### src/rtl/mwb_pkg.sv
// Shared encodings, FSM states and store/misalign helpers
// for the memory/writeback stage.
package mwb_pkg;

  localparam logic [1:0] DMEM_SEL_NONE  = 2'b00;
  localparam logic [1:0] DMEM_SEL_LOAD  = 2'b01;
  localparam logic [1:0] DMEM_SEL_STORE = 2'b10;
  localparam logic [1:0] DMEM_SEL_RSVD  = 2'b11;

  localparam logic [2:0] LOAD_SEL_LB  = 3'b000;
  localparam logic [2:0] LOAD_SEL_LH  = 3'b001;
  localparam logic [2:0] LOAD_SEL_LW  = 3'b010;
  localparam logic [2:0] LOAD_SEL_LBU = 3'b100;
  localparam logic [2:0] LOAD_SEL_LHU = 3'b101;

  localparam logic [1:0] WB_SEL_ALU  = 2'b00;
  localparam logic [1:0] WB_SEL_LOAD = 2'b01;
  localparam logic [1:0] WB_SEL_PC4  = 2'b10;
  localparam logic [1:0] WB_SEL_IMM  = 2'b11;

  localparam logic [2:0] ST_F3_SB = 3'b000;
  localparam logic [2:0] ST_F3_SH = 3'b001;
  localparam logic [2:0] ST_F3_SW = 3'b010;

  typedef enum logic [1:0] {
    ST_IDLE = 2'b00,
    ST_REQ  = 2'b01,
    ST_WAIT = 2'b10,
    ST_WB   = 2'b11
  } mwb_state_e;

  // Unknown store widths behave as SW.
  function automatic logic [3:0] store_strb(
    input logic [2:0] f3,
    input logic [1:0] off
  );
    logic [3:0] s;
    case (f3)
      ST_F3_SB: s = 4'b0001 << off;
      ST_F3_SH: s = 4'b0011 << {off[1], 1'b0};
      default:  s = 4'b1111;
    endcase
    return s;
  endfunction

  function automatic logic [31:0] store_data(
    input logic [2:0]  f3,
    input logic [31:0] rs2
  );
    logic [31:0] d;
    case (f3)
      ST_F3_SB: d = {4{rs2[7:0]}};
      ST_F3_SH: d = {2{rs2[15:0]}};
      default:  d = rs2;
    endcase
    return d;
  endfunction

  function automatic logic misaligned(
    input logic       is_load,
    input logic [2:0] load_sel,
    input logic [2:0] f3,
    input logic [1:0] off
  );
    logic m;
    if (is_load) begin
      case (load_sel)
        LOAD_SEL_LB, LOAD_SEL_LBU: m = 1'b0;
        LOAD_SEL_LH, LOAD_SEL_LHU: m = off[0];
        default:                   m = |off;
      endcase
    end else begin
      case (f3)
        ST_F3_SB: m = 1'b0;
        ST_F3_SH: m = off[0];
        default:  m = |off;
      endcase
    end
    return m;
  endfunction

endpackage

### src/rtl/mwb_load_align.sv
// Load data aligner: picks byte/half/word from the response
// word by offset and sign/zero-extends it. Purely combinational.
module mwb_load_align
  import mwb_pkg::*;
(
  input  logic [31:0] word,
  input  logic [2:0]  load_sel,
  input  logic [1:0]  off,
  output logic [31:0] value
);

  logic [31:0] shifted;
  logic [7:0]  byte_v;
  logic [15:0] half_v;

  assign shifted = word >> {off, 3'b000};
  assign byte_v  = shifted[7:0];
  assign half_v  = off[1] ? word[31:16] : word[15:0];

  always_comb begin
    value = word;
    case (load_sel)
      LOAD_SEL_LB:  value = {{24{byte_v[7]}}, byte_v};
      LOAD_SEL_LBU: value = {24'h0, byte_v};
      LOAD_SEL_LH:  value = {{16{half_v[15]}}, half_v};
      LOAD_SEL_LHU: value = {16'h0, half_v};
      default:      value = word;
    endcase
  end

endmodule

### src/rtl/mwb_stage.sv
// Memory/writeback stage: issues DMEM requests, aligns load data,
// writes the register file and stalls upstream during accesses.
// Ports: pipeline inputs (*_in), stall_o, DMEM req/rsp bus,
// rf_we/rf_waddr/rf_wdata, misalign_o.
// Optional: define MWB_MISALIGN_CHECK_EN to trap misaligned
// accesses (pulse misalign_o, issue nothing).
module mwb_stage
  import mwb_pkg::*;
#(
  parameter int XLEN       = 32,
  parameter int MEM_ADDR_W = 32
) (
  input  logic                  clk,
  input  logic                  rst,
  input  logic                  in_valid,
  input  logic [31:0]           instruction_in,
  input  logic [XLEN-1:0]       alu_result_in,
  input  logic [XLEN-1:0]       imme_result_in,
  input  logic [XLEN-1:0]       pc_in,
  input  logic [XLEN-1:0]       rs2_data_in,
  input  logic                  reg_we_in,
  input  logic [1:0]            dmem_sel_in,
  input  logic [2:0]            load_sel_in,
  input  logic [1:0]            wb_sel_in,
  output logic                  stall_o,
  output logic                  mem_req_valid,
  input  logic                  mem_req_ready,
  output logic [MEM_ADDR_W-1:0] mem_addr,
  output logic                  mem_we,
  output logic [3:0]            mem_wstrb,
  output logic [31:0]           mem_wdata,
  input  logic                  mem_rsp_valid,
  input  logic [31:0]           mem_rsp_rdata,
  output logic                  rf_we,
  output logic [4:0]            rf_waddr,
  output logic [31:0]           rf_wdata,
  output logic                  misalign_o
);

  mwb_state_e state;
  mwb_state_e state_nx;

  logic [4:0]  rd;
  logic [2:0]  st_f3;
  logic [1:0]  off;
  logic        is_load;
  logic        is_store;
  logic        is_mem;
  logic        accept;
  logic        misal;
  logic        go_mem;
  logic [31:0] wb_val;
  logic [31:0] ld_val;

  logic [MEM_ADDR_W-1:0] addr_q;
  logic        we_q;
  logic [3:0]  strb_q;
  logic [31:0] wdata_q;
  logic [2:0]  ld_sel_q;
  logic [1:0]  ld_off_q;
  logic [4:0]  rd_q;
  logic        rwe_q;
  logic        rf_we_q;
  logic [4:0]  rf_waddr_q;
  logic [31:0] rf_wdata_q;

  logic unused_instr;
  assign unused_instr = ^{instruction_in[31:15],
                          instruction_in[6:0]};

  assign rd       = instruction_in[11:7];
  assign st_f3    = instruction_in[14:12];
  assign off      = alu_result_in[1:0];
  assign is_load  = (dmem_sel_in == DMEM_SEL_LOAD);
  assign is_store = (dmem_sel_in == DMEM_SEL_STORE);
  assign is_mem   = is_load | is_store;
  assign accept   = in_valid & ~stall_o;

`ifdef MWB_MISALIGN_CHECK_EN
  logic misal_q;

  assign misal = is_mem &
                 misaligned(is_load, load_sel_in, st_f3, off);

  always_ff @(posedge clk) begin
    if (rst) misal_q <= 1'b0;
    else     misal_q <= accept & misal;
  end

  assign misalign_o = misal_q;
`else
  assign misal      = 1'b0;
  assign misalign_o = 1'b0;
`endif

  assign go_mem = accept & is_mem & ~misal;

  // Non-memory writeback; wb_sel LOAD without a load has no data.
  always_comb begin
    wb_val = '0;
    unique case (wb_sel_in)
      WB_SEL_ALU:  wb_val = alu_result_in;
      WB_SEL_LOAD: wb_val = '0;
      WB_SEL_PC4:  wb_val = pc_in + XLEN'(4);
      WB_SEL_IMM:  wb_val = imme_result_in;
    endcase
  end

  mwb_load_align u_align (
    .word     (mem_rsp_rdata),
    .load_sel (ld_sel_q),
    .off      (ld_off_q),
    .value    (ld_val)
  );

  always_ff @(posedge clk) begin
    if (rst) state <= ST_IDLE;
    else     state <= state_nx;
  end

  always_comb begin
    state_nx = state;
    unique case (state)
      ST_IDLE: if (go_mem) state_nx = ST_REQ;
      ST_REQ: begin
        if (mem_req_ready)
          state_nx = we_q ? ST_IDLE : ST_WAIT;
      end
      ST_WAIT: if (mem_rsp_valid) state_nx = ST_WB;
      ST_WB:   state_nx = ST_IDLE;
    endcase
  end

  always_comb begin
    stall_o       = (state != ST_IDLE);
    mem_req_valid = (state == ST_REQ);
  end

  always_ff @(posedge clk) begin
    if (rst) begin
      addr_q     <= '0;
      we_q       <= 1'b0;
      strb_q     <= '0;
      wdata_q    <= '0;
      ld_sel_q   <= '0;
      ld_off_q   <= '0;
      rd_q       <= '0;
      rwe_q      <= 1'b0;
      rf_we_q    <= 1'b0;
      rf_waddr_q <= '0;
      rf_wdata_q <= '0;
    end else begin
      rf_we_q <= 1'b0;
      if (go_mem) begin
        addr_q   <= MEM_ADDR_W'({alu_result_in[31:2], 2'b00});
        we_q     <= is_store;
        strb_q   <= is_store ? store_strb(st_f3, off) : 4'b0000;
        wdata_q  <= is_store ?
                    store_data(st_f3, rs2_data_in) : 32'h0;
        ld_sel_q <= load_sel_in;
        ld_off_q <= off;
        rd_q     <= rd;
        rwe_q    <= reg_we_in;
      end
      if (accept & ~is_mem) begin
        rf_we_q    <= reg_we_in & (rd != 5'd0);
        rf_waddr_q <= rd;
        rf_wdata_q <= wb_val;
      end
      // Capture on the response so the write shows in the WB cycle.
      if (state == ST_WAIT && mem_rsp_valid) begin
        rf_we_q    <= rwe_q & (rd_q != 5'd0);
        rf_waddr_q <= rd_q;
        rf_wdata_q <= ld_val;
      end
    end
  end

  assign mem_addr  = addr_q;
  assign mem_we    = we_q;
  assign mem_wstrb = strb_q;
  assign mem_wdata = wdata_q;
  assign rf_we     = rf_we_q;
  assign rf_waddr  = rf_waddr_q;
  assign rf_wdata  = rf_wdata_q;

endmodule
### config.mk
export PLATFORM = sky130hd
export DESIGN_NAME = mwb_stage
export DESIGN_NICKNAME = d
export VERILOG_FILES = /design/src/rtl/mwb_pkg.sv /design/src/rtl/mwb_load_align.sv /design/src/rtl/mwb_stage.sv
export SDC_FILE = /design/constraint.sdc
export NUM_CORES = 1
export LEC_CHECK = 0
export ABC_AREA = 1
export BUFFER_PORTS_ARGS = -buffer_cell sky130_fd_sc_hd__buf_2
export CORE_AREA = 2 2 154 118
export CTS_CLUSTER_SIZE = 8
export DETAILED_ROUTE_END_ITERATION = 10
export DIE_AREA = 0 0 156 120
export GPL_TIMING_DRIVEN = 0
export PLACE_DENSITY = 0.7
export SYNTH_ARGS = -nofsm -noshare
export SYNTH_HDL_FRONTEND = slang
export SYNTH_HIERARCHICAL = 1
export SYNTH_SLANG_ARGS = --single-unit
### constraint.sdc
create_clock -name clk -period 3.4 [get_ports clk]
set_clock_uncertainty 0.15 [all_clocks]
set_input_delay 1.02 -clock clk [delete_from_list [all_inputs] [get_ports clk]]
set_output_delay 1.02 -clock clk [all_outputs]
set_load 0.02 [all_outputs]
==> impl_metrics.tcl <==
set metrics [dict create \
    finalHoldViolCount 0 \
    clockPowerShare_pct 43.7 \
    wl_per_cell_um 19.5 \
    vias 8763 \
    combPwrFrac_pct 24.7 \
    maxSlewHeadroom_pct 50.5 \
    layout-drive-gt1-share_pct 30.2 \
    fin_area_um2 9350 \
    clock-sinks 118 \
    use_met2_pct 49.9 \
    fill_cells 1784 \
    grt_max_degree 17 \
    startpoint_type "input port" \
    synth.avg_cell_area_um2 6.43 \
    rows 42 \
    clk_pin_slew_ns 0.06 \
    cp_data_required_time_ns 3.52 \
    drcViolationCount 0 \
    worstSkewPairLatency_ns 0.42 \
    cp_max_fo 10 \
    grt_pass1_wl_um 47300 \
    path_class "input port to register" \
    tns_ns 0 \
    power.density_nw_per_um2 533 \
    switchingPower_mw 1.63 \
    synth-edff-count 0 \
    path_cells "buf_2, or2_1, buf_2, clkinv_2, buf_4, a221oi_1, a31oi_1" \
    setup_ws_ns 0.819 \
    routed_wl_um 31700 \
    htreeDepth 4 \
    ir_worst_vdd_mv 0.304 \
    drt_iter0_drc 985 \
    antenna_cells 0 \
    die-width_um 156 \
    top_usage_layer "met2" \
    end_kind "register" \
    place_area_um2 8660 \
    period_share_pct 75.9 \
    cpMaxStageDelayCell "a221oi_1" \
    cts_inserted_buffers 17 \
    grt_use_met3_pct 6.43 \
    fin_crit_ns 2.58 \
    hpwlAfterDp_um 25400 \
    final_util_pct 54.1 \
    max_freq_mhz 387 \
    crit_top_cell "buf_2" \
    syn2layout_area_growth_pct 34.8 \
    ys_warn_count 6 \
    cts_tree "yes" \
    die_area_um2 18700 \
    postSynth.asyncResetShare_pct 0 \
    hold_buffers 0 \
    place_congestion 1.02 \
    seq_power_share_pct 31.6 \
    antenna_found_initial 0 \
    viasPerCell 5.41 \
    worst_slew_pin_slew_ns 0.743 \
    swShare_pct 32.7 \
    drtAntennaViolNets 0 \
    fp.coreArea_um2 17300 \
    finalSetupViolations 0 \
    root_buffer "clkbuf_16" \
    post_cts_buffers 0 \
    grt_pass1_vias 8239 \
    syn_inst 1080 \
    placement.io_buffers 287 \
    fp.dieH_um 120 \
    netlist-cell-type-count 41 \
    slew_violations 0 \
    drv.max_cap_violation_count 0 \
    overflow 0 \
    syn_area_um2 6940 \
    synth-seq-area-share_pct 34.0 \
    ys.flop_type "dfxtp_1" \
    worstPathArrival_ns 2.70 \
    initial_core_util_pct 40.1 \
    rsz0062_at_grt "false" \
    met1_usage_pct 49.2 \
    ctsResizeCount 0 \
    grtUsageTotal_pct 33.5 \
    synth.ff_latch_count 118 \
    status "finished, final reports clean" \
    io_pins 315 \
    hold_class "register to register" \
    cpPeakStageDelay_ns 0.65 \
    p_int_mw 3.36 \
    drtPass1Iterations 5 \
    cts_buffer_depth 2 \
    place_ws_ns 0.508 \
    p_leak_nw 4.67 \
    fin_nets 1595 \
]
synthesized netlist by cell type (11+ instances only):
cell type | number | share of area [%]
nand2_1 | 298 | 16
nor2_1 | 138 | 7.5
dfxtp_1 | 118 | 34
a21oi_1 | 82 | 5.9
o21ai_0 | 77 | 5.6
nand3_1 | 70 | 5.0
inv_1 | 61 | 3.3
buf_2 | 25 | 1.8
clkbuf_1 | 25 | 1.4
nand3_2 | 22 | 3.2
o21ai_1 | 19 | 1.4
nand4_1 | 15 | 1.4
nor2_2 | 15 | 1.4
a221oi_1 | 12 | 1.5
a31oi_1 | 12 | 1.1
o22ai_1 | 11 | 0.99
final cells by class:
type,instances,area [µm²],area share [%]
Buffer,65,348,3.72
Clock buffer,17,425,4.55
Clock inverter,14,269,2.88
Inverter,71,268,2.86
Multi-Input combinational cell,828,3970,42.4
Sequential cell,118,2360,25.3
Tap cell,220,275,2.94
Timing Repair Buffer,287,1440,15.4
power groups by stage:
stage	Clock (mW)	Combinational (mW)	Sequential [mW]
after floorplan	0	0.585	1.71
after global placement	0	1.20	1.60
after detailed placement	0	1.20	1.60
after CTS	2.19	1.21	1.57
after global routing	2.25	1.33	1.59
final	2.18	1.23	1.57
worst paths after layout:
| kind | endpoint | start | cells past startpoint | slack (ns) |
|---|---|---|---|---|
| setup / recovery | rf_wdata[16] | wb_sel_in[0] | 7 | 0.82 |
| hold / removal | mem_wdata[21] | mem_wdata[21] | 2 | 0.31 |
| setup reg to reg | rf_wdata[3] | state[0] | 6 | 1.39 |
| hold reg to reg | mem_wdata[21] | mem_wdata[21] | 2 | 0.31 |
flip-flops by register name, indices dropped and copies added, names as in the netlist, named ones only:
name / count
mem_we: 1
state: 1
ld_sel_q: 3
mem_wdata: 32
rf_we: 1
rwe_q: 1
rf_wdata: 32
rf_waddr: 5
ld_off_q: 2
mem_wstrb: 4
mem_addr: 30
rd_q: 5
layout by cell type (no fill, tap or decap), types with 22 or more instances in the layout:
master and count:
a21oi_1 82, clkbuf_1 25, o21ai_0 77, dfxtp_1 118, buf_2 312, nand3_1 70, nand2_1 298, nand3_2 22
inv_1 61, nor2_1 138
metrics by stage:
step | hold slack, ns | power [mW] | std cells
floorplan | 0.295 | 2.30 | 1082
finish | 0.312 | 4.99 | 1620
CTS | 0.311 | 4.97 | 1620
global placement | 0.298 | 2.80 | 1589
global route | 0.328 | 5.16 | 1620
detailed placement | 0.302 | 2.80 | 1589
worst max-delay path: cells and delay by family:
kind / cells / cell delay, ns
AOI/OAI and AO/OA: 2 / 0.80
and+or+nand+nor: 1 / 0.09
buffers and inverters: 4 / 0.80
layer usage:
metal	share of wire, %	up-vias	wire length (µm)
li1	-	4220	-
met1	47	4051	14800
met2	43	448	13500
met3	8.8	44	2800
met4	1.9	0	616
met5	0	-	0
kinds of logic after synthesis:
kind of cell,Yosys count,synth area share (%)
AOI/OAI and AO/OA,234,18.9
adders and majority gates,2,0.360
buffers and inverters,136,8.87
DFF,118,34.0
other,1,0.0540
and+or+nand+nor,589,37.8
Note: power is estimated with default switching activity, not from simulation.
